<file path="config.mk">
export PLATFORM = sky130hd
export DESIGN_NAME = regfile_operand_fetch
export DESIGN_NICKNAME = d
export VERILOG_FILES = /design/src/rtl/regfile_operand_fetch_pkg.sv /design/src/rtl/regfile_operand_fetch_bypass_mux.sv /design/src/rtl/regfile_operand_fetch.sv
export SDC_FILE = /design/constraint.sdc
export NUM_CORES = 1
export LEC_CHECK = 0
export ABC_AREA = 1
export ABC_CLOCK_PERIOD_IN_PS = 3200
export CAP_MARGIN = 0
export CORE_AREA = 5 5 96 98
export DETAILED_ROUTE_END_ITERATION = 7
export DIE_AREA = 0 0 101 103
export PLACE_DENSITY = 0.77
export SLEW_MARGIN = 20
export SYNTH_ARGS = -nofsm -noshare
export SYNTH_HDL_FRONTEND = slang
export SYNTH_SLANG_ARGS = --single-unit
</file>
<file path="constraint.sdc">
create_clock -name clk -period 3.2 [get_ports clk]
set_clock_uncertainty 0.15 [all_clocks]
set_input_delay 0.64 -clock clk [delete_from_list [all_inputs] [get_ports clk]]
set_output_delay 0.64 -clock clk [all_outputs]
set_load 0.005 [all_outputs]
</file>
<file path="src/rtl/regfile_operand_fetch_pkg.sv">
// Shared definitions for the register-file operand-fetch stage.
// The state encoding and the hard-wired zero register index live here.
package regfile_operand_fetch_pkg;

  typedef enum logic {
    ST_EMPTY = 1'b0,
    ST_FULL  = 1'b1
  } of_state_t;

  localparam int ZERO_REG_IDX = 0;

  function automatic logic is_zero_reg(input logic [31:0] addr, input int zero_en);
    return (zero_en != 0) && (addr == 32'(ZERO_REG_IDX));
  endfunction

endpackage

</file>
<file path="src/rtl/regfile_operand_fetch_bypass_mux.sv">
// One read port of the operand-fetch stage: registered read-during-write forwarding
// (built only with `OPERAND_BYPASS_EN) followed by zero-register forcing.
module regfile_bypass_mux
  import regfile_operand_fetch_pkg::*;
#(
  parameter int DATA_WIDTH = 32,
  parameter int ADDR_WIDTH = 4,
  parameter int ZERO_REG   = 1
) (
  input  logic                  clk,
  input  logic                  reset_n,
  input  logic [ADDR_WIDTH-1:0] i_rd_addr,
  input  logic [ADDR_WIDTH-1:0] i_rs_held,
  input  logic                  i_wb_we,
  input  logic [ADDR_WIDTH-1:0] i_wb_addr,
  input  logic [DATA_WIDTH-1:0] i_wb_data,
  input  logic [DATA_WIDTH-1:0] i_ram_data,
  output logic [DATA_WIDTH-1:0] o_operand
);

  logic [DATA_WIDTH-1:0] w_fwd;

`ifdef OPERAND_BYPASS_EN
  logic                  r_hit;
  logic [DATA_WIDTH-1:0] r_byp_data;
  logic                  w_hit_next;

  // The RAM returns old data when read and written in the same cycle.
  assign w_hit_next = i_wb_we && (i_wb_addr == i_rd_addr) &&
                      !is_zero_reg(32'(i_rd_addr), ZERO_REG);

  always_ff @(posedge clk or negedge reset_n) begin
    if (!reset_n) begin
      r_hit <= 1'b0;
    end else begin
      r_hit <= w_hit_next;
    end
  end

  always_ff @(posedge clk) begin
    r_byp_data <= i_wb_data;
  end

  assign w_fwd = r_hit ? r_byp_data : i_ram_data;
`else
  logic w_unused_bypass;
  assign w_unused_bypass = ^{clk, reset_n, i_rd_addr, i_wb_we, i_wb_addr, i_wb_data};
  assign w_fwd           = i_ram_data;
`endif

  assign o_operand = is_zero_reg(32'(i_rs_held), ZERO_REG) ? '0 : w_fwd;

endmodule

</file>
<file path="src/rtl/regfile_operand_fetch.sv">
// Operand-fetch stage between decode and a 2R/1W register-file RAM with registered reads.
// Optional read-during-write forwarding is enabled by defining OPERAND_BYPASS_EN.
module regfile_operand_fetch
  import regfile_operand_fetch_pkg::*;
#(
  parameter int DATA_WIDTH    = 32,
  parameter int ADDR_WIDTH    = 4,
  parameter int PAYLOAD_WIDTH = 16,
  parameter int ZERO_REG      = 1
) (
  input  logic                     clk,
  input  logic                     reset_n,
  input  logic                     in_valid,
  output logic                     in_ready,
  input  logic [ADDR_WIDTH-1:0]    in_rs_a,
  input  logic [ADDR_WIDTH-1:0]    in_rs_b,
  input  logic [PAYLOAD_WIDTH-1:0] in_payload,
  output logic                     out_valid,
  input  logic                     out_ready,
  output logic [DATA_WIDTH-1:0]    out_op_a,
  output logic [DATA_WIDTH-1:0]    out_op_b,
  output logic [PAYLOAD_WIDTH-1:0] out_payload,
  input  logic                     wb_we,
  input  logic [ADDR_WIDTH-1:0]    wb_addr,
  input  logic [DATA_WIDTH-1:0]    wb_data,
  output logic [ADDR_WIDTH-1:0]    ram_addr_r_a,
  output logic [ADDR_WIDTH-1:0]    ram_addr_r_b,
  output logic [ADDR_WIDTH-1:0]    ram_addr_w,
  output logic [DATA_WIDTH-1:0]    ram_data_in,
  output logic                     ram_we,
  input  logic [DATA_WIDTH-1:0]    ram_data_a,
  input  logic [DATA_WIDTH-1:0]    ram_data_b
);

  of_state_t                r_state;
  of_state_t                w_state_next;
  logic [ADDR_WIDTH-1:0]    r_rs_a;
  logic [ADDR_WIDTH-1:0]    r_rs_b;
  logic [PAYLOAD_WIDTH-1:0] r_payload;
  logic                     w_accept;
  logic                     w_in_ready;

  assign w_in_ready = (r_state == ST_EMPTY) || out_ready;
  assign w_accept   = in_valid && w_in_ready;

  always_ff @(posedge clk or negedge reset_n) begin
    if (!reset_n) begin
      r_state <= ST_EMPTY;
    end else begin
      r_state <= w_state_next;
    end
  end

  always_comb begin
    w_state_next = r_state;
    case (r_state)
      ST_EMPTY: if (w_accept) w_state_next = ST_FULL;
      ST_FULL:  if (out_ready && !in_valid) w_state_next = ST_EMPTY;
      default:  w_state_next = ST_EMPTY;
    endcase
  end

  // Instruction registers: the held source numbers keep the RAM re-reading while stalled.
  always_ff @(posedge clk or negedge reset_n) begin
    if (!reset_n) begin
      r_rs_a    <= '0;
      r_rs_b    <= '0;
      r_payload <= '0;
    end else if (w_accept) begin
      r_rs_a    <= in_rs_a;
      r_rs_b    <= in_rs_b;
      r_payload <= in_payload;
    end
  end

  assign in_ready     = w_in_ready;
  assign out_valid    = (r_state == ST_FULL);
  assign out_payload  = r_payload;
  assign ram_addr_r_a = w_accept ? in_rs_a : r_rs_a;
  assign ram_addr_r_b = w_accept ? in_rs_b : r_rs_b;

  // Writeback passes straight through; register 0 writes and writes during reset are dropped.
  assign ram_addr_w  = wb_addr;
  assign ram_data_in = wb_data;
  assign ram_we      = reset_n && wb_we && !is_zero_reg(32'(wb_addr), ZERO_REG);

  regfile_bypass_mux #(
    .DATA_WIDTH (DATA_WIDTH),
    .ADDR_WIDTH (ADDR_WIDTH),
    .ZERO_REG   (ZERO_REG)
  ) u_port_a (
    .clk        (clk),
    .reset_n    (reset_n),
    .i_rd_addr  (ram_addr_r_a),
    .i_rs_held  (r_rs_a),
    .i_wb_we    (wb_we),
    .i_wb_addr  (wb_addr),
    .i_wb_data  (wb_data),
    .i_ram_data (ram_data_a),
    .o_operand  (out_op_a)
  );

  regfile_bypass_mux #(
    .DATA_WIDTH (DATA_WIDTH),
    .ADDR_WIDTH (ADDR_WIDTH),
    .ZERO_REG   (ZERO_REG)
  ) u_port_b (
    .clk        (clk),
    .reset_n    (reset_n),
    .i_rd_addr  (ram_addr_r_b),
    .i_rs_held  (r_rs_b),
    .i_wb_we    (wb_we),
    .i_wb_addr  (wb_addr),
    .i_wb_data  (wb_data),
    .i_ram_data (ram_data_b),
    .o_operand  (out_op_b)
  );

endmodule

</file>
==> metrics.txt <==
Root Buffer clkbuf_8; Max-Cap Viols 0; synthesized area per cell 8.64 sq um; PnR Total Power 1.20 mW; Final period util 94.1%; I/O pin count 256; met2 usage 19.9%; Crit Path Max Fanout 19; CTS tree built; post-CTS setup buffers 0; Reg2Reg Setup Slack approximately 1800 ps; Seq/Total Area, Yosys approximately a third; initial antenna violation count 0; dpl ws 179 ps; Hold Worst Slack approximately 330 ps; Final Routed Wirelength approximately 7.0 mm; fmax 0.332 GHz; CP max stage cell clkdlybuf4s50_1; WP buf/inv 3; Worst Setup SP out_ready; initial core utilization a little under a quarter; Resized Gates After CTS 0; post-route cell area roughly 0.0037 sq mm; Post-DP Area 0.00368 sq mm; Layout Area Growth over Synthesis 88.1%; share of cells above drive strength 1 between 10% and 20%; total gr overflow 0; r2r worst-path depth 5; Pleak 1.55 nW; Worst Tran Pin Value ~420 ps; synth top area cells dfrtp_1, buf_4, a21boi_0; Reg-to-Reg End out_payload[14]; Clock Tree Buf Depth 2; min-delay worst type reg2reg; Mapped Area 0.00198 sq mm; CTS sink count 25; unrepaired setup endpoints after global routing no; CP cell instances clkdlybuf4s50_1 -> inv_1 -> nand2_4 -> nand2_4 -> nand2_1 -> nand2_1 -> clkdlybuf4s50_1; CP Launch Type input port; router iterations before antenna repair 4; delay of the slowest critical-path stage about 530 ps; end point of the critical path ram_addr_r_b[0]; FF+latch count, synth 25; dpl cells 482; placed wire-length estimate between 5 and 6 mm; mux cell area share after synthesis 0%; Setup TNS Final 0 ps; clock transition at the registers of the reported paths 80 ps; status finished clean; via count of the first global-routing pass 2085; Hold Fails Final Rpt 0; post-layout util between 40% and 50%; Die Y-Extent 103 um; count of input and output buffers 191; Finished Layout Cells approximately 500; CP arrival 2220 ps; die extent in x 101 um; GR Layer Usage met3 3.72%; Cells after Synth 229; Synth Area in XOR/XNOR 0%; total global-route track usage 12.1%; H-Tree Depth 1; Synth Area in Adders 0%; Finish-stage setup viols 0; routed len/inst 14.5 um; critical path depth 7; cts hold-fix bufs 0; ANT nets after route 0; Compound-Gate Fraction of Synth Area between 20% and 30%; core area 0.00838 sq mm; vias per cell approximately 4.3; Vias about 2100; Worst-Skew Late Latency 270 ps; Layout Nets 508; Synth Area in Simple Gates 18.6%; Setup WS post-layout 188 ps; Period minus WS final 3010 ps; WS Path Type in2out; origin of the critical flop-to-flop path out_valid; critical path capture point type output port; initial DRC count 28; post-synth top area share 31.6%; PD cells around 320 mW/mm^2; Ys Warns 0; Mapped Nets 358; Die Footprint 0.0104 sq mm; Post-route DRC 0; Worst Path Required roughly 2400 ps; largest area contributor in the netlist dfrtp_1; post-synth cell types 16; gpl congestion 0.718; CTS buffer count 3; CP delay by family, top buffers and inverters; first-pass GRT wire length ~10 mm; pin count of the biggest net entering global routing 33; Slew HR 72.0%; num rows 34; fillers 838; grt met1 use 15.1%; grt peak-use layer met2; ANT cells 0; Final Max Slew Viols 0; Max VDD drop 0.270 mV; largest family of logic cells by synthesized area compound AO/OA/AOI/OAI gates
-- worst reg2reg max path, delay by kind of cell (launching register included) --
family,cells,cell delay (ps)
flops,1,430
simple gates,4,500
buf+inv,1,210
-- kinds of logic (layout without fill, tap and decap cells) --
group | count (synthesis) | count (layout)
compound gates | 65 | 65
flops | 25 | 25
simple gates | 82 | 82
buf+inv | 57 | 206
-- power by group --
part | internal [mW] | total [mW] | switching, mW | leakage (nW)
Combinational | 0.391 | 0.629 | 0.238 | 1.22
Clock | 0.0891 | 0.190 | 0.101 | 0.0228
Sequential | 0.356 | 0.384 | 0.0282 | 0.305
Total | 0.836 | 1.20 | 0.367 | 1.55
-- synthesized netlist by cell type, drive strengths merged --
library cell and count:
a21boi 64, nand2 52, nand3 24, nor2 6
a21oi 1, buf 53, dfrtp 25, clkbuf 2
inv 2
-- cell usage in the layout (no fill, tap or decap), types with 2 or more instances in the layout --
master,instances
a21boi_0,32
a21boi_1,12
a21boi_2,20
buf_4,9
clkbuf_8,3
clkdlybuf4s50_1,191
dfrtp_1,25
inv_1,2
nand2_1,50
nand2_4,2
nand3_1,24
nor2_1,2
nor2_2,3
-- routing by layer --
metal,vias up,share of wire [%]
li1,1021,-
met1,932,40
met2,124,48
met3,16,10
met4,0,1.8
met5,-,0
-- worst min path at each step --
stage | start | to | slack (ps) | depth (start not counted)
after floorplan | reset_n | out_payload[0] | 190 | 0
after global placement | out_payload[4] | out_payload[4] | 310 | 2
after detailed placement | out_payload[10] | out_payload[10] | 310 | 2
after CTS | out_payload[10] | out_payload[10] | 330 | 2
after global routing | out_payload[5] | out_payload[5] | 360 | 2
final | out_payload[10] | out_payload[10] | 330 | 2
-- sequential cells by signal, summed over array words and instances, names as in the netlist --
| signal | cells |
|---|---|
| out_valid | 1 |
| out_payload | 16 |
| r_rs_a | 4 |
| r_rs_b | 4 |
-- layout make-up --
type / count / area (sq um) / share of cell area (%)
Clock buffer: 4 / 45.0 / 1.21
Timing Repair Buffer: 200 / 1980 / 53.2
Multi-Input combinational cell: 147 / 928 / 24.9
Sequential cell: 25 / 626 / 16.8
Tap cell: 108 / 135 / 3.63
Inverter: 2 / 7.51 / 0.202
Note: power is estimated with default switching activity, not from simulation.
